`config.mk`:
```
export PLATFORM = sky130hd
export DESIGN_NAME = serial_monitor_flat
export DESIGN_NICKNAME = d
export VERILOG_FILES = /design/src/rtl/serial_monitor_if.sv /design/src/rtl/serial_monitor.sv /design/src/flat_wrapper.sv
export SDC_FILE = /design/constraint.sdc
export NUM_CORES = 1
export LEC_CHECK = 0
export BUFFER_PORTS_ARGS = -buffer_cell sky130_fd_sc_hd__buf_2
export CAP_MARGIN = 20
export CORE_MARGIN = 2
export CORE_UTILIZATION = 55
export CTS_CLUSTER_DIAMETER = 30
export DETAILED_ROUTE_END_ITERATION = 8
export PLACE_DENSITY = 0.79
export SETUP_SLACK_MARGIN = 0.02
export SYNTH_ARGS = -nofsm -noshare
export SYNTH_HDL_FRONTEND = slang
export SYNTH_SLANG_ARGS = --single-unit
```
`constraint.sdc`:
```
create_clock -name clk -period 2.1 [get_ports clk]
set_input_delay 0.315 -clock clk [delete_from_list [all_inputs] [get_ports clk]]
set_output_delay 0.315 -clock clk [all_outputs]
set_load 0.1 [all_outputs]
```
`src/rtl/serial_monitor_if.sv`:
```
// Host-monitor bundle: UART rx/tx handshake, shared RAM ports and CPU control.
// master = the monitor, slave = UART, RAM and CPU side.
interface serial_monitor_if #(
  parameter int addr_width = 9
) ();
  logic                  received;
  logic [7:0]            rx_byte;
  logic [7:0]            tx_byte;
  logic                  transmit;
  logic                  is_transmitting;
  logic [addr_width-1:0] m_raddr;
  logic [addr_width-1:0] m_waddr;
  logic [7:0]            m_dwrite;
  logic                  m_write_en;
  logic [7:0]            dread;
  logic [addr_width-1:0] startaddr;
  logic                  cpu_start;
  logic                  cpu_halted;
  logic                  bus_cpu;

  modport master (
    input  received, rx_byte, is_transmitting, dread, cpu_halted,
    output tx_byte, transmit, m_raddr, m_waddr, m_dwrite, m_write_en,
           startaddr, cpu_start, bus_cpu
  );

  modport slave (
    output received, rx_byte, is_transmitting, dread, cpu_halted,
    input  tx_byte, transmit, m_raddr, m_waddr, m_dwrite, m_write_en,
           startaddr, cpu_start, bus_cpu
  );
endinterface

```
`src/rtl/serial_monitor.sv`:
```
// UART host monitor: load/dump RAM and start the CPU from byte commands.
// Define SERIAL_MONITOR_CHECKSUM_EN to reply to loads with the data byte sum.
module serial_monitor #(
  parameter int         addr_width = 9,
  parameter logic [7:0] ACK_BYTE   = 8'h2E
) (
  input logic             clk,
  input logic             rst,
  serial_monitor_if.master bus
);
  typedef enum logic [3:0] {
    IDLE, ARG_HI, ARG_LO, ARG_LEN, LOAD_DATA, DUMP_ADDR, DUMP_WAIT,
    DUMP_DATA, GO, RUN, TX, TX_HOLD
  } state_t;

  localparam logic [7:0] CMD_L = 8'h4C;
  localparam logic [7:0] CMD_D = 8'h44;
  localparam logic [7:0] CMD_G = 8'h47;
  localparam logic [7:0] REP_H = 8'h48;
  localparam logic [7:0] REP_Q = 8'h3F;

  state_t                state_q, state_n, ret_q, ret_n;
  logic [7:0]            cmd_q, cmd_n;
  logic [addr_width-9:0] hi_q, hi_n;
  logic [addr_width-1:0] addr_q, addr_n;
  logic [8:0]            cnt_q, cnt_n;
  logic [7:0]            tx_byte_q, tx_byte_n;
  logic                  transmit_q, transmit_n;
  logic [addr_width-1:0] raddr_q, raddr_n;
  logic [addr_width-1:0] waddr_q, waddr_n;
  logic [7:0]            dwrite_q, dwrite_n;
  logic                  wen_q, wen_n;
  logic [addr_width-1:0] start_q, start_n;
  logic                  cpu_start_q, cpu_start_n;
  logic                  bus_cpu_q, bus_cpu_n;
  logic [7:0]            load_reply;

`ifdef SERIAL_MONITOR_CHECKSUM_EN
  logic [7:0] sum_q, sum_n;
  // reply includes the byte being written this cycle
  assign load_reply = sum_q + bus.rx_byte;
`else
  assign load_reply = ACK_BYTE;
`endif

  always_ff @(posedge clk) begin
    if (rst) begin
      state_q     <= IDLE;
      ret_q       <= IDLE;
      cmd_q       <= '0;
      hi_q        <= '0;
      addr_q      <= '0;
      cnt_q       <= '0;
      tx_byte_q   <= '0;
      transmit_q  <= 1'b0;
      raddr_q     <= '0;
      waddr_q     <= '0;
      dwrite_q    <= '0;
      wen_q       <= 1'b0;
      start_q     <= '0;
      cpu_start_q <= 1'b0;
      bus_cpu_q   <= 1'b0;
`ifdef SERIAL_MONITOR_CHECKSUM_EN
      sum_q       <= '0;
`endif
    end else begin
      state_q     <= state_n;
      ret_q       <= ret_n;
      cmd_q       <= cmd_n;
      hi_q        <= hi_n;
      addr_q      <= addr_n;
      cnt_q       <= cnt_n;
      tx_byte_q   <= tx_byte_n;
      transmit_q  <= transmit_n;
      raddr_q     <= raddr_n;
      waddr_q     <= waddr_n;
      dwrite_q    <= dwrite_n;
      wen_q       <= wen_n;
      start_q     <= start_n;
      cpu_start_q <= cpu_start_n;
      bus_cpu_q   <= bus_cpu_n;
`ifdef SERIAL_MONITOR_CHECKSUM_EN
      sum_q       <= sum_n;
`endif
    end
  end

  always_comb begin
    state_n     = state_q;
    ret_n       = ret_q;
    cmd_n       = cmd_q;
    hi_n        = hi_q;
    addr_n      = addr_q;
    cnt_n       = cnt_q;
    tx_byte_n   = tx_byte_q;
    transmit_n  = 1'b0;
    raddr_n     = raddr_q;
    waddr_n     = waddr_q;
    dwrite_n    = dwrite_q;
    wen_n       = 1'b0;
    start_n     = start_q;
    cpu_start_n = 1'b0;
    bus_cpu_n   = bus_cpu_q;
`ifdef SERIAL_MONITOR_CHECKSUM_EN
    sum_n       = sum_q;
`endif
    case (state_q)
      IDLE: if (bus.received) begin
        if (bus.rx_byte == CMD_L || bus.rx_byte == CMD_D || bus.rx_byte == CMD_G) begin
          cmd_n   = bus.rx_byte;
          state_n = ARG_HI;
`ifdef SERIAL_MONITOR_CHECKSUM_EN
          if (bus.rx_byte == CMD_L) sum_n = '0;
`endif
        end else begin
          tx_byte_n = REP_Q;
          ret_n     = IDLE;
          state_n   = TX;
        end
      end
      ARG_HI: if (bus.received) begin
        // only the low bits of hi that fit the address are kept
        hi_n    = bus.rx_byte[addr_width-9:0];
        state_n = ARG_LO;
      end
      ARG_LO: if (bus.received) begin
        addr_n = {hi_q, bus.rx_byte};
        if (cmd_q == CMD_G) begin
          start_n   = {hi_q, bus.rx_byte};
          bus_cpu_n = 1'b1;
          state_n   = GO;
        end else begin
          state_n = ARG_LEN;
        end
      end
      ARG_LEN: if (bus.received) begin
        cnt_n   = (bus.rx_byte == 8'd0) ? 9'd256 : {1'b0, bus.rx_byte};
        state_n = (cmd_q == CMD_L) ? LOAD_DATA : DUMP_ADDR;
      end
      LOAD_DATA: if (bus.received) begin
        waddr_n  = addr_q;
        dwrite_n = bus.rx_byte;
        wen_n    = 1'b1;
        addr_n   = addr_q + 1'b1;
        cnt_n    = cnt_q - 9'd1;
`ifdef SERIAL_MONITOR_CHECKSUM_EN
        sum_n    = sum_q + bus.rx_byte;
`endif
        if (cnt_q == 9'd1) begin
          tx_byte_n = load_reply;
          ret_n     = IDLE;
          state_n   = TX;
        end
      end
      DUMP_ADDR: begin
        raddr_n = addr_q;
        state_n = DUMP_WAIT;
      end
      DUMP_WAIT: state_n = DUMP_DATA;
      DUMP_DATA: begin
        tx_byte_n = bus.dread;
        addr_n    = addr_q + 1'b1;
        cnt_n     = cnt_q - 9'd1;
        ret_n     = (cnt_q == 9'd1) ? IDLE : DUMP_ADDR;
        state_n   = TX;
      end
      GO: begin
        cpu_start_n = 1'b1;
        state_n     = RUN;
      end
      RUN: if (bus.cpu_halted) begin
        bus_cpu_n = 1'b0;
        tx_byte_n = REP_H;
        ret_n     = IDLE;
        state_n   = TX;
      end
      TX: if (!bus.is_transmitting) begin
        transmit_n = 1'b1;
        state_n    = TX_HOLD;
      end
      // one idle cycle lets the transmitter's busy flag rise before we look again
      TX_HOLD: state_n = ret_q;
      default: state_n = IDLE;
    endcase
  end

  assign bus.tx_byte    = tx_byte_q;
  assign bus.transmit   = transmit_q;
  assign bus.m_raddr    = raddr_q;
  assign bus.m_waddr    = waddr_q;
  assign bus.m_dwrite   = dwrite_q;
  assign bus.m_write_en = wen_q;
  assign bus.startaddr  = start_q;
  assign bus.cpu_start  = cpu_start_q;
  assign bus.bus_cpu    = bus_cpu_q;
endmodule

```
`src/flat_wrapper.sv`:
```
// flat-port wrapper written by rule: the top's interface ports become plain ports
module serial_monitor_flat 
#(
  parameter int         addr_width = 9,
  parameter logic [7:0] ACK_BYTE   = 8'h2E
)
  (clk, rst, bus_received, bus_rx_byte, bus_is_transmitting, bus_dread, bus_cpu_halted, bus_tx_byte, bus_transmit, bus_m_raddr, bus_m_waddr, bus_m_dwrite, bus_m_write_en, bus_startaddr, bus_cpu_start, bus_bus_cpu);
  serial_monitor_if #(.addr_width(addr_width)) bus_i ();
  input logic clk;
  input logic rst;
  input wire logic [$bits(bus_i.received)-1:0] bus_received;
  input wire logic [$bits(bus_i.rx_byte)-1:0] bus_rx_byte;
  input wire logic [$bits(bus_i.is_transmitting)-1:0] bus_is_transmitting;
  input wire logic [$bits(bus_i.dread)-1:0] bus_dread;
  input wire logic [$bits(bus_i.cpu_halted)-1:0] bus_cpu_halted;
  output wire logic [$bits(bus_i.tx_byte)-1:0] bus_tx_byte;
  output wire logic [$bits(bus_i.transmit)-1:0] bus_transmit;
  output wire logic [$bits(bus_i.m_raddr)-1:0] bus_m_raddr;
  output wire logic [$bits(bus_i.m_waddr)-1:0] bus_m_waddr;
  output wire logic [$bits(bus_i.m_dwrite)-1:0] bus_m_dwrite;
  output wire logic [$bits(bus_i.m_write_en)-1:0] bus_m_write_en;
  output wire logic [$bits(bus_i.startaddr)-1:0] bus_startaddr;
  output wire logic [$bits(bus_i.cpu_start)-1:0] bus_cpu_start;
  output wire logic [$bits(bus_i.bus_cpu)-1:0] bus_bus_cpu;
  assign bus_i.received = bus_received;
  assign bus_i.rx_byte = bus_rx_byte;
  assign bus_i.is_transmitting = bus_is_transmitting;
  assign bus_i.dread = bus_dread;
  assign bus_i.cpu_halted = bus_cpu_halted;
  assign bus_tx_byte = bus_i.tx_byte;
  assign bus_transmit = bus_i.transmit;
  assign bus_m_raddr = bus_i.m_raddr;
  assign bus_m_waddr = bus_i.m_waddr;
  assign bus_m_dwrite = bus_i.m_dwrite;
  assign bus_m_write_en = bus_i.m_write_en;
  assign bus_startaddr = bus_i.startaddr;
  assign bus_cpu_start = bus_i.cpu_start;
  assign bus_bus_cpu = bus_i.bus_cpu;
  serial_monitor #(.addr_width(addr_width), .ACK_BYTE(ACK_BYTE)) u_core (.clk(clk), .rst(rst), .bus(bus_i));
endmodule
```
* Word level (Yosys, flattened, before mapping)
Cells that the tools add are included.
** Word-level totals
- Output and inout port bits :: 47
- Bits in latches :: 0
- Word-level logic and storage cells :: 104
- Bits in read-only memories :: 0
- RAM bits :: 0
- Bits in registers :: 82
- Input port bits :: 21
- Memories kept :: 0
** Cells by class
- Muxes and demuxes :: 39
- Bitwise gates (word level) :: 2
- Div/mod/pow operators :: 0
- $add $sub $neg :: 2
- Multiply operators :: 0
- Eq/ne operators :: 27
- Shift operators :: 0
- Reduce and logical (&&, ||, !) cells :: 19
- $lt $le $gt $ge :: 0
** Operator list (count)
- $mux 4 :: 15
- $pmux 9 s3 :: 2
- $pmux 4 s12 :: 1
- $mux 9 :: 5
- $eq 8x7->1 const B :: 5
- $mux 8 :: 5
- $pmux 8 s4 :: 1
- $eq 4x3->1 const B :: 4
- $eq 4x4->1 const B :: 4
- $ne 2x2->1 const B :: 8
- $pmux 4 s4 :: 1
- $reduce_and 3->1 :: 4
- $add 9x1->9 const B :: 1
- $eq 9x1->1 const B :: 1
- $sub 9x1->9 const B :: 1
- $eq 4x2->1 const B :: 2
- $logic_not 8->1 :: 1
- $reduce_and 8->1 :: 1
- $mux 1 :: 7
- $reduce_and 6->1 :: 1
- $reduce_bool 3->1 :: 2
- $eq 4x1->1 const B :: 1
- $logic_not 4->1 :: 1
- $ne 2x1->1 const B :: 2
- 9 further kinds :: 13

* Depth between registers and ports, before layout
Gate-level depths: netlist of the first run.
- Word-level depth :: 6
- Depth in mapped cells :: 8
- Depth with buffers taken out :: 6

* Worst setup path after synthesis of the first run
Ideal clock, no wire load.
- Path type :: input to register
- Start point :: input bus_rx_byte[0]
- End point :: register u_core.tx_byte_q[6] (netlist: u_core.bus.tx_byte[6])
- Buffers on the path :: 1
- Required time :: 2.030 ns
- Cell stages on the path :: 6
- Data arrival time :: 1.728 ns
- Slack :: 0.302 ns
- Setup time :: 0.070 ns
- Cell sequence :: buf_2 > and3b_1 > o2111a_1 > a31o_2 > or4_1 > a21oi_1
** On the way
- Longest elaborated chain between the ends :: 5
- Elaborated cells on any way between the ends :: 7
- Those cells by class :: 4 x eq/ne; 3 x reduce/logical
** Ends and longest elaborated chain
- start: declaration :: RTL line flat_wrapper.sv:12 : input wire logic [$bits(bus_i.rx_byte)-1:0] bus_rx_byte;
- $eq 8x7->1 :: RTL line serial_monitor.sv:109 : if (bus.rx_byte == CMD_L || bus.rx_byte == CMD_D || bus.rx_byte == CMD_G) begin
- $logic_or 1x1->1 :: RTL line serial_monitor.sv:109
- $logic_or 1x1->1 * :: RTL line serial_monitor.sv:109
- $ne 2x2->1 (no line) *
- $reduce_and 6->1 (no line) *
- end signal: assignment :: RTL line serial_monitor.sv:73 : tx_byte_q <= tx_byte_n;
- end: declaration :: RTL line serial_monitor.sv:27 : logic [7:0] tx_byte_q, tx_byte_n;
Mark *: on every way between the ends. The rest lies on a longest branch, timed or not.
A chain may end at the register's enable or synchronous reset.

* Worst setup path in the final report of the first run
- Start point :: register u_core.state_q[1]
- End point :: register u_core.tx_byte_q[6] (netlist: u_core.bus.tx_byte[6])
** On the way
- Longest elaborated chain between the ends :: 3
- Elaborated cells on any way between the ends :: 12
- Those cells by class :: 8 x eq/ne; 1 x mux; 3 x reduce/logical
** Ends and longest elaborated chain
- start: declaration :: RTL line serial_monitor.sv:22 : state_t state_q, state_n, ret_q, ret_n;
- start signal: assignment :: RTL line serial_monitor.sv:67 : state_q <= state_n;
- $eq 4x3->1 (tied with other cells) :: RTL line serial_monitor.sv:107 : case (state_q)
- $reduce_bool 4->1 (no line) (tied with other cells)
- $reduce_and 6->1 (no line)
Parallel ways exist; a longest one is shown, timed or not.

==> summary.md, run 1 <==
| Metric | Value |
|---|---|
| Util after Layout | about two thirds |
| Largest net degree at the start of global routing | 39 |
| Resize count post-CTS | 0 |
| Chip Height | 86.37 um |
| GP Congestion | 0.9319 |
| Fillers | around 580 |
| Period utilisation layout | 94.04% |
| CTS tree | yes |
| Post-CTS Setup Bufs | 0 |
| Max cap viols | 0 |
| WL/cell | 15.82 um |
| Drt pass-1 iters | 5 |
| Via count | roughly 3800 |
| Initial drt markers | about 270 |
| Top cell type's share of synthesized area | a little over two fifths |
| Inst Count DP | 610 |
| First-pass GRT wire length | ~16000 um |
| Post-synth EDFFs | 0 |
| Unrepaired setup endpoints after global routing | no |
| Slew Viols, Final | 0 |
| Pre-CTS setup slack | 0.1405 ns |
| Commonest non-fill, non-tap cell in the layout | dfxtp_1 |
| WHS | 0.1312 ns |
| # setup viols final | 0 |
| Crit Path Max Fanout | 15 |
| Hold-fix buffers, CTS | 0 |
| Final worst setup slack | approximately 0.13 ns |
| Synth top area cells | dfxtp_1, a21oi_1, nand2_1 |
| Main flop type after synthesis | dfxtp_1 |
| Sequential element share of the synthesized area | 42.39% |
| Reg clk slew, reported paths | 0.08 ns |
| # diodes | 0 |
| CTS buffer count | 9 |
| Lkg Pwr | between 1.5 and 2 nW |
| Final TNS setup | 0 ns |
| Crit start category | flip-flop |
| Synth-to-layout area growth | 18.01% |
| Die width | around 86 um |
| Required @ worst endpoint | between 2 and 2.5 ns |
| Bufs on Longest Clock Path | 2 |
| Skew-Pair Late Insertion Delay | approximately 0.35 ns |
| Netlist Area Pre-Place | about 3700 um2 |
| Power Density | 1141 nW/um2 |
| Area of the die | between 7000 and 8000 um2 |
| Initial antenna violation count | 0 |
| Final Hold Vio Count | 0 |
| Area after DPL | 4208 um2 |
| Setup CP Type | reg -> reg |
| Detailed Place HPWL | roughly 6900 um |
| #FFs+latches synth | slightly below 80 |
| Slew HR | 53.46% |
| Pwr Total | about 5 mW |
| Post-Layout Cell Count | 624 |
| Post-Synthesis Cells | roughly 470 |
| Status | complete, no violations |
| Commonest non-fill, non-tap cells in the layout | dfxtp_1, nand2_1, buf_2, a21oi_1, nor2_1 |
| Clock Sinks | 79 |
| Num rows | 30 |
| Port buffer count | 67 |
| Grt ovf | 0 |
| Final net count | around 570 |
| Setup Skew | between 0.008 and 0.009 ns |
| Post-synth ARST share | 0% |
| Yosys cell types | between 50 and 60 |
| H-tree depth | 3 |
| Post-route minimum period | ~2 ns |
| Routed Antenna Nets | 0 |
| Syn Area/Cell | ~8 um2 |
| Vias in the first global route | 3393 |
| Total GRT Usage | 27.18% |
| FMAX | approximately 510 MHz |
| Vias per cell | 6.024 |
| CTS root buf | clkbuf_8 |
| Max rail drop VDD | 0.0005389 V |
| Io pins | just under 70 |
| Design Area, Final | ~4400 um2 |
| CP endpoint kind | flip-flop |
| Share of post-route cells with drive strength above 1 | about a fifth |
| Post-synth top area cell | dfxtp_1 |
| Placeable Area | 6681 um2 |
| Synthesized Nets | 492 |
| Remaining DRCs | 0 |
| Class of the worst hold path | in -> reg |
| Ys Warns | 0 |
| Worst Max-Slew Pin Slew | 0.6981 ns |
| Initial Util | between 50 and 60% |
| Data arrival, critical path | 2.25 ns |
| Routed WL | around 9900 um |
## per-layer routing
layer,GRT usage [%],routed length [um],vias up
met1,37.87,4463,1773
met3,5.429,761,21
met5,0,0,-
met2,41.05,4443,155
li1,-,-,1810
met4,11.65,204,0
## critical path: stages, from the launching register on
cell,delay [ns]
dfxtp_1,0.63
and3b_1,0.27
o31ai_1,0.11
a31o_2,0.26
or4_1,0.49
a21oi_1,0.15
## synthesized netlist by cell type, drive strengths merged (2+ instances only)
library cell / instances
nand4: 5
a221oi: 3
buf: 10
a311oi: 7
mux2i: 13
and2: 9
and3b: 3
o211ai: 3
or3: 2
nand3b: 2
o32ai: 2
o31ai: 3
nor2: 47
a21oi: 60
a21o: 5
o21a: 4
o22ai: 4
clkbuf: 21
a211oi: 2
inv: 3
nor3b: 4
dfxtp: 79
nor4: 5
o21bai: 2
nand2b: 10
nand2: 68
o21ai: 34
nand3: 12
nor3: 14
ha: 3
nor2b: 5
nor4b: 2
nand4bb: 2
and3: 5
or2: 2
## area by class of cell
| cell class | count | area, um2 | area share [%] |
|---|---|---|---|
| sequential | 79 | 1583 | 35.95 |
| tap | 80 | 100.1 | 2.273 |
| clock inverter | 4 | 47.55 | 1.080 |
| timing repair buffer | 93 | 530.5 | 12.05 |
| inverter | 4 | 15.01 | 0.3410 |
| clock buffer | 10 | 137.6 | 3.126 |
| multi-input combinational | 354 | 1989 | 45.18 |
## registers in the layout, summed over array words and instances, names as in the netlist
name	flops
u_core.addr_q	9
u_core.bus.bus_cpu	1
u_core.bus.cpu_start	1
u_core.bus.m_dwrite	8
u_core.bus.m_raddr	9
u_core.bus.m_waddr	9
u_core.bus.m_write_en	1
u_core.bus.startaddr	9
u_core.bus.transmit	1
u_core.bus.tx_byte	8
u_core.cmd_q	8
u_core.cnt_q	9
u_core.hi_q	1
u_core.ret_q	1
u_core.state_q	4
## worst paths after layout
| kind | startpoint | endpoint | cells past startpoint | slack, ns |
|---|---|---|---|---|
| setup / recovery | u_core.state_q[1]$_SDFFE_PP0P_ | u_core.bus.tx_byte[6]$_SDFFE_PP0P_ | 5 | 0.13 |
| hold / removal | bus_is_transmitting | u_core.bus.transmit$_SDFF_PP0_ | 2 | 0.13 |
| hold reg to reg | u_core.bus.m_raddr[3]$_SDFFE_PP0P_ | u_core.bus.m_raddr[3]$_SDFFE_PP0P_ | 2 | 0.45 |
| setup reg to reg | u_core.state_q[1]$_SDFFE_PP0P_ | u_core.bus.tx_byte[6]$_SDFFE_PP0P_ | 5 | 0.13 |
## kinds of logic (layout without fill, tap and decap cells)
group | Yosys count | after routing | share of synthesized area [%]
xor gates and xnor gates | 1 | 1 | 0.2348
AOI/OAI and AO/OA | 137 | 137 | 21.83
and+or+nand+nor | 200 | 200 | 26.53
DFF | 79 | 79 | 42.39
muxes | 13 | 13 | 3.487
adders and majority gates | 3 | 3 | 1.006
buffers and inverters | 35 | 111 | 4.527
## where the power goes
group	internal (mW)	switching (mW)	total, mW
Combinational	0.649	1.44	2.08
Sequential	1.65	0.181	1.83
Clock	0.565	0.542	1.11
(Power assumes the default switching activity.)
==> inputs of run 2 (changes only) <==
--- a/config.mk
+++ b/config.mk
@@ -12,6 +12,7 @@
 export CTS_CLUSTER_DIAMETER = 30
 export DETAILED_ROUTE_END_ITERATION = 8
 export PLACE_DENSITY = 0.79
+export RECOVER_POWER = 100
 export SETUP_SLACK_MARGIN = 0.02
 export SYNTH_ARGS = -nofsm -noshare
 export SYNTH_HDL_FRONTEND = slang
==> summary.md, run 2 (synthesis results as in run 1) <==
| Metric | Value |
|---|---|
| Status | complete, no violations |
| Drt pass-1 iters | 5 (unchanged) |
| Psw | 2.152 mW (-0.33%) |
| Crit Path Max Fanout | 15 (unchanged) |
| Class of the worst hold path | in -> reg |
| First-pass GRT wire length | 16170 um (unchanged) |
| Setup Skew | 0.007751 ns (-0.0004572 ns) |
| # diodes | 0 (unchanged) |
| Commonest non-fill, non-tap cells in the layout | dfxtp_1, nand2_1, a21oi_1, nor2_1, clkbuf_2 |
| Die width | 86.37 um (unchanged) |
| Hold-fix buffers, CTS | 0 (unchanged) |
| Detailed Place HPWL | 6881 um (unchanged) |
| Initial antenna violation count | 0 (unchanged) |
| Initial Util | 55.84% (unchanged) |
| Vias per cell | 6.016 (-0.13%) |
| Routed Antenna Nets | 0 (unchanged) |
| CTS tree | yes |
| Final TNS setup | 0 ns (unchanged) |
| Worst Max-Slew Pin Slew | 1.167 ns (+0.4684 ns) |
| Reg clk slew, reported paths | 0.08 ns (about the same) |
| Resize count post-CTS | 0 (unchanged) |
| Post-CTS Setup Bufs | 0 (unchanged) |
| Initial drt markers | 280 (+3.3%) |
| Clock Sinks | 79 (unchanged) |
| Placeable Area | 6681 um2 (unchanged) |
| Gate power share | 41.2% (-0.3 points) |
| Synth-to-layout area growth | 17.27% |
| WL/cell | 15.78 um (-0.27%) |
| Bufs on Longest Clock Path | 2 (unchanged) |
| Routed WL | 9845 um (-0.27%) |
| Commonest non-fill, non-tap cell in the layout | dfxtp_1 |
| Vias in the first global route | 3393 (unchanged) |
| Port buffer count | 67 (unchanged) |
| Power Density | 1141 nW/um2 (about the same) |
| CP endpoint kind | flip-flop |
| Io pins | 68 (unchanged) |
| Crit start category | flip-flop |
| Required @ worst endpoint | 2.38 ns (about the same) |
| Share of post-route cells with drive strength above 1 | 19.49% (-1.5 points) |
| Setup CP Type | reg -> reg |
| Inst Count DP | 610 (unchanged) |
| Unrepaired setup endpoints after global routing | no |
| # setup viols final | 0 (unchanged) |
| Remaining DRCs | 0 (unchanged) |
| Final worst setup slack | 0.1140 ns (-0.01121 ns) |
| Post-route minimum period | 1.986 ns (+0.01121 ns) |
| Via count | 3754 (-0.13%) |
| Grt ovf | 0 (unchanged) |
| Num rows | 30 (unchanged) |
| Switching share of total power | 43.11% (+0.12 points) |
| Lkg Pwr | 1.758 nW (-4.1%) |
| GP Congestion | 0.9319 (unchanged) |
| Seq pwr share | 36.7% (+0.2 points) |
| Pre-CTS setup slack | 0.1405 ns (unchanged) |
| Chip Height | 86.37 um (unchanged) |
| Util after Layout | 65.49% (-0.41 points) |
| Period utilisation layout | 94.57% (+0.53 points) |
| FMAX | 503.5 MHz (-0.56%) |
| H-tree depth | 3 (unchanged) |
| Post-Layout Cell Count | 624 (unchanged) |
| Int Power | 2.840 mW (-0.81%) |
| Final net count | 565 (unchanged) |
| CTS root buf | clkbuf_8 |
| Largest net degree at the start of global routing | 39 (unchanged) |
| Max rail drop VDD | 0.0005189 V (-3.7%) |
| CTS buffer count | 9 (unchanged) |
| WHS | 0.1313 ns (+0.00007600 ns) |
| Final Hold Vio Count | 0 (unchanged) |
| Data arrival, critical path | 2.26 ns (about the same) |
| Skew-Pair Late Insertion Delay | 0.35 ns (about the same) |
| Clock network fraction of total power | 22.1% (about the same) |
| Area of the die | 7459 um2 (unchanged) |
| Slew HR | 22.56% (-31 points) |
| Total GRT Usage | 27.18% (unchanged) |
| Slew Viols, Final | 0 (unchanged) |
| Max cap viols | 0 (unchanged) |
## run 2: metal layers
metal	share of wire, %	GRT usage [%]	wire length (um)	vias to the layer above
met5	0	0	0	-
met4	2.4	11.65	237	0
met3	8.0	5.429	788	26
met2	45	41.05	4426	158
met1	45	37.87	4393	1756
li1	-	-	-	1814
## run 2: stage by stage
step	total power, mW	instance area, um2
after global routing	5.240	4375
after CTS	4.970	4393
after global placement	3.837	4208
after floorplan	3.372	3731
final	4.992	4375
after detailed placement	3.884	4208
## run 2: final cells by class
cell class              count  area (um2)
repair buffers             93       503.0
well taps                  80       100.1
multi-input cells         354        1989
flip-flops and latches     79        1583
inverters                   4       15.01
fillers                   593        2306
clock buffers              10       137.6
clock inverters             4       47.55
## run 2: final timing paths
kind | slack (ns) | from | endpoint | depth (start not counted)
setup / recovery | 0.11 | u_core.state_q[1]$_SDFFE_PP0P_ | u_core.bus.tx_byte[6]$_SDFFE_PP0P_ | 5
setup reg to reg | 0.11 | u_core.state_q[1]$_SDFFE_PP0P_ | u_core.bus.tx_byte[6]$_SDFFE_PP0P_ | 5
hold reg to reg | 0.46 | u_core.bus.m_raddr[3]$_SDFFE_PP0P_ | u_core.bus.m_raddr[3]$_SDFFE_PP0P_ | 2
hold / removal | 0.13 | bus_is_transmitting | u_core.bus.transmit$_SDFF_PP0_ | 2
## run 2: worst max-delay path: stages (launching register included)
cell     delay [ns]
dfxtp_1        0.64
and3b_1        0.27
o31ai_1        0.11
a31o_2         0.26
or4_1          0.49
a21oi_1        0.15
## run 2: power by group through the flow
stage | logic (mW) | clock network (mW) | registers (mW)
finish | 2.06 | 1.10 | 1.83
global route | 2.22 | 1.17 | 1.85
CTS | 2.04 | 1.11 | 1.82
detailed placement | 2.03 | 0 | 1.85
global placement | 1.99 | 0 | 1.84
floorplan | 1.09 | 0 | 2.29
==> inputs of run 3 (changes only) <==
--- a/config.mk
+++ b/config.mk
@@ -7,6 +7,7 @@
 export LEC_CHECK = 0
 export BUFFER_PORTS_ARGS = -buffer_cell sky130_fd_sc_hd__buf_2
 export CAP_MARGIN = 20
+export CORE_ASPECT_RATIO = 1.1
 export CORE_MARGIN = 2
 export CORE_UTILIZATION = 55
 export CTS_CLUSTER_DIAMETER = 30
==> summary.md, run 3 (synthesis results as in run 1) <==
| Metric | Value |
|---|---|
| Status | complete, no violations |
| H-tree depth | 3 (unchanged) |
| Via count | 3779 (+0.67%) |
| CTS tree | yes |
| CP max stage cell | dfxtp_1 |
| Setup CP Type | reg -> reg |
| Crit path cell chain | clkbuf_2 > and3b_1 > o21ai_0 > a21o_1 > a21oi_1 > a311oi_1 |
| Port buffer count | 67 (unchanged) |
| Io pins | 68 (unchanged) |
| Inst Count DP | 620 (+1.6%) |
| Data arrival, critical path | 2.19 ns (-0.07 ns) |
| Crit Path Max Fanout | 10 (-5) |
| Detailed Place HPWL | 7043 um (+2.4%) |
| Post-route minimum period | 1.920 ns (-0.06595 ns) |
| RR Startpoint | u_core.state_q[0]$_SDFFE_PP0P_ |
| Worst path buffer plus inverter count | 1 (+1) |
| FMAX | 520.8 MHz (+3.4%) |
| Setup Skew | 0.007179 ns (-0.0005723 ns) |
| Clock Sinks | 79 (unchanged) |
| Placeable Area | 6594 um2 (-1.3%) |
| Initial antenna violation count | 0 (unchanged) |
| Bufs on Longest Clock Path | 2 (unchanged) |
| Required @ worst endpoint | 2.37 ns (about the same) |
| Power Density | 1187 nW/um2 (+4.1%) |
| Initial drt markers | 295 (+5.4%) |
| Commonest non-fill, non-tap cells in the layout | dfxtp_1, nand2_1, a21oi_1, clkbuf_2, nor2_1 |
| CP endpoint kind | flip-flop |
| Reg clk slew, reported paths | 0.08 ns (about the same) |
| # diodes | 0 (unchanged) |
| Final net count | 573 (+1.4%) |
| Setup crit start | u_core.state_q[0]$_SDFFE_PP0P_ |
| First-pass GRT wire length | 16630 um (+2.8%) |
| WL/cell | 15.81 um (+0.20%) |
| Share of post-route cells with drive strength above 1 | 21.66% (+2.2 points) |
| Synth-to-layout area growth | 20.79% |
| Slew HR | 22.77% (+0.21 points) |
| Vias in the first global route | 3524 (+3.9%) |
| Reg2Reg Setup Slack | 0.18 ns (+0.07 ns) |
| Largest stage delay on the critical path | 0.53 ns (-0.11 ns) |
| Initial Util | 56.58% (+0.74 points) |
| Post-CTS Setup Bufs | 0 (unchanged) |
| Area of the die | 7459 um2 (about the same) |
| Slew Viols, Final | 0 (unchanged) |
| Vias per cell | 5.942 (-1.2%) |
| Reg2Reg Capture Point | u_core.state_q[0]$_SDFFE_PP0P_ |
| Largest net degree at the start of global routing | 28 (-28%) |
| CTS buffer count | 9 (unchanged) |
| Period utilisation layout | 91.43% (-3.1 points) |
| Num rows | 31 (+3.3%) |
| Total GRT Usage | 28.71% (+1.5 points) |
| Hold-fix buffers, CTS | 0 (unchanged) |
| Grt ovf | 0 (unchanged) |
| CTS root buf | clkbuf_8 |
| Class of the worst hold path | in -> reg |
| Drt pass-1 iters | 5 (unchanged) |
| Commonest non-fill, non-tap cell in the layout | dfxtp_1 |
| GP Congestion | 0.9112 (-2.2%) |
| Skew-Pair Late Insertion Delay | 0.36 ns (about the same) |
| Worst Max-Slew Pin Slew | 1.163 ns (-0.003186 ns) |
| Routed WL | 10050 um (+2.1%) |
| Crit start category | flip-flop |
| Routed Antenna Nets | 0 (unchanged) |
| # setup viols final | 0 (unchanged) |
| Final Hold Vio Count | 0 (unchanged) |
| Die width | 82.53 um (-4.4%) |
| Max cap viols | 0 (unchanged) |
| Depth of the most critical reg-to-reg path | 6 (+1) |
| Final TNS setup | 0 ns (unchanged) |
| Lkg Pwr | 1.844 nW (+4.9%) |
| Crit-path leading delay family | compound AO/OA/AOI/OAI gates |
| Max rail drop VDD | 0.001057 V (+100%) |
| Post-Layout Cell Count | 636 (+1.9%) |
| Pwr Total | 5.350 mW (+7.2%) |
| Chip Height | 90.39 um (+4.7%) |
| Remaining DRCs | 0 (unchanged) |
| Critical Path Sink | u_core.state_q[0]$_SDFFE_PP0P_ |
| Unrepaired setup endpoints after global routing | yes |
| Crit. path cell count | 6 (+1) |
## run 3: changes by cell type in the layout (fill, tap and decap cells not counted), sizes merged
cell / change
inv: +2
clkbuf: -2
clkinv: -2
bufinv: +2
buf: +10
## run 3: final cells by class
| type | instances | area, um2 |
|---|---|---|
| Clock buffer | 10 | 127.6 |
| Clock inverter | 6 | 117.6 |
| Fill cell | 572 | 2087 |
| Inverter | 4 | 15.01 |
| Multi-Input combinational cell | 354 | 1981 |
| Sequential cell | 79 | 1583 |
| Tap cell | 82 | 102.6 |
| Timing Repair Buffer | 101 | 580.6 |
## run 3: power breakdown
part	leakage [nW]	total [mW]	internal [mW]	switching, mW
Combinational	1.09	2.12	0.681	1.44
Clock	0.119	1.40	0.800	0.599
Sequential	0.640	1.83	1.65	0.184
## run 3: stage by stage
| stage | setup slack [ns] | utilization (%) | hold WS (ns) | area (um2) |
|---|---|---|---|---|
| global route | 0.01843 | 68.35 | 0.1270 | 4507 |
| finish | 0.1800 | 68.35 | 0.1291 | 4507 |
| floorplan | 0.3019 | - | 0.3917 | 3731 |
| CTS | 0.1557 | 68.48 | 0.1269 | 4516 |
| global placement | 0.2209 | 64.76 | 0.4389 | 4270 |
| detailed placement | 0.1765 | 64.76 | 0.4464 | 4270 |
## run 3: worst min path at each step
stage | cells after the start | end | startpoint | slack (ns)
2_1_floorplan | 1 | u_core.bus.transmit$_SDFF_PP0_ | bus_is_transmitting | 0.39
3_5_place_dp | 2 | u_core.bus.m_raddr[8]$_SDFFE_PP0P_ | u_core.bus.m_raddr[8]$_SDFFE_PP0P_ | 0.45
6_report | 2 | u_core.bus.transmit$_SDFF_PP0_ | bus_is_transmitting | 0.13
3_3_place_gp | 2 | u_core.bus.m_raddr[7]$_SDFFE_PP0P_ | u_core.bus.m_raddr[7]$_SDFFE_PP0P_ | 0.44
5_1_grt | 2 | u_core.bus.transmit$_SDFF_PP0_ | bus_is_transmitting | 0.13
4_1_cts | 2 | u_core.bus.transmit$_SDFF_PP0_ | bus_is_transmitting | 0.13
## run 3: timing repair
item | in CTS | in global routing
hold endpoints to repair | 0 | 0
setup endpoints to repair | 0 | 3
resized for setup | 0 | 2
## run 3: per-layer routing
metal,vias to the layer above,share of wire [%],track usage (%),routed length (um)
met5,-,0,0,0
met4,0,4.3,14.48,432
met3,37,5.8,6.200,582
met2,155,48,45.83,4857
met1,1751,42,35.80,4181
li1,1836,-,-,-
## run 3: worst register-to-register path: cells and delay by family, from the launching register on
| kind | cells | cell delay (ns) |
|---|---|---|
| compound gates | 4 | 0.82 |
| simple gates | 1 | 0.20 |
| flops | 1 | 0.53 |
| buf+inv | 1 | 0.30 |
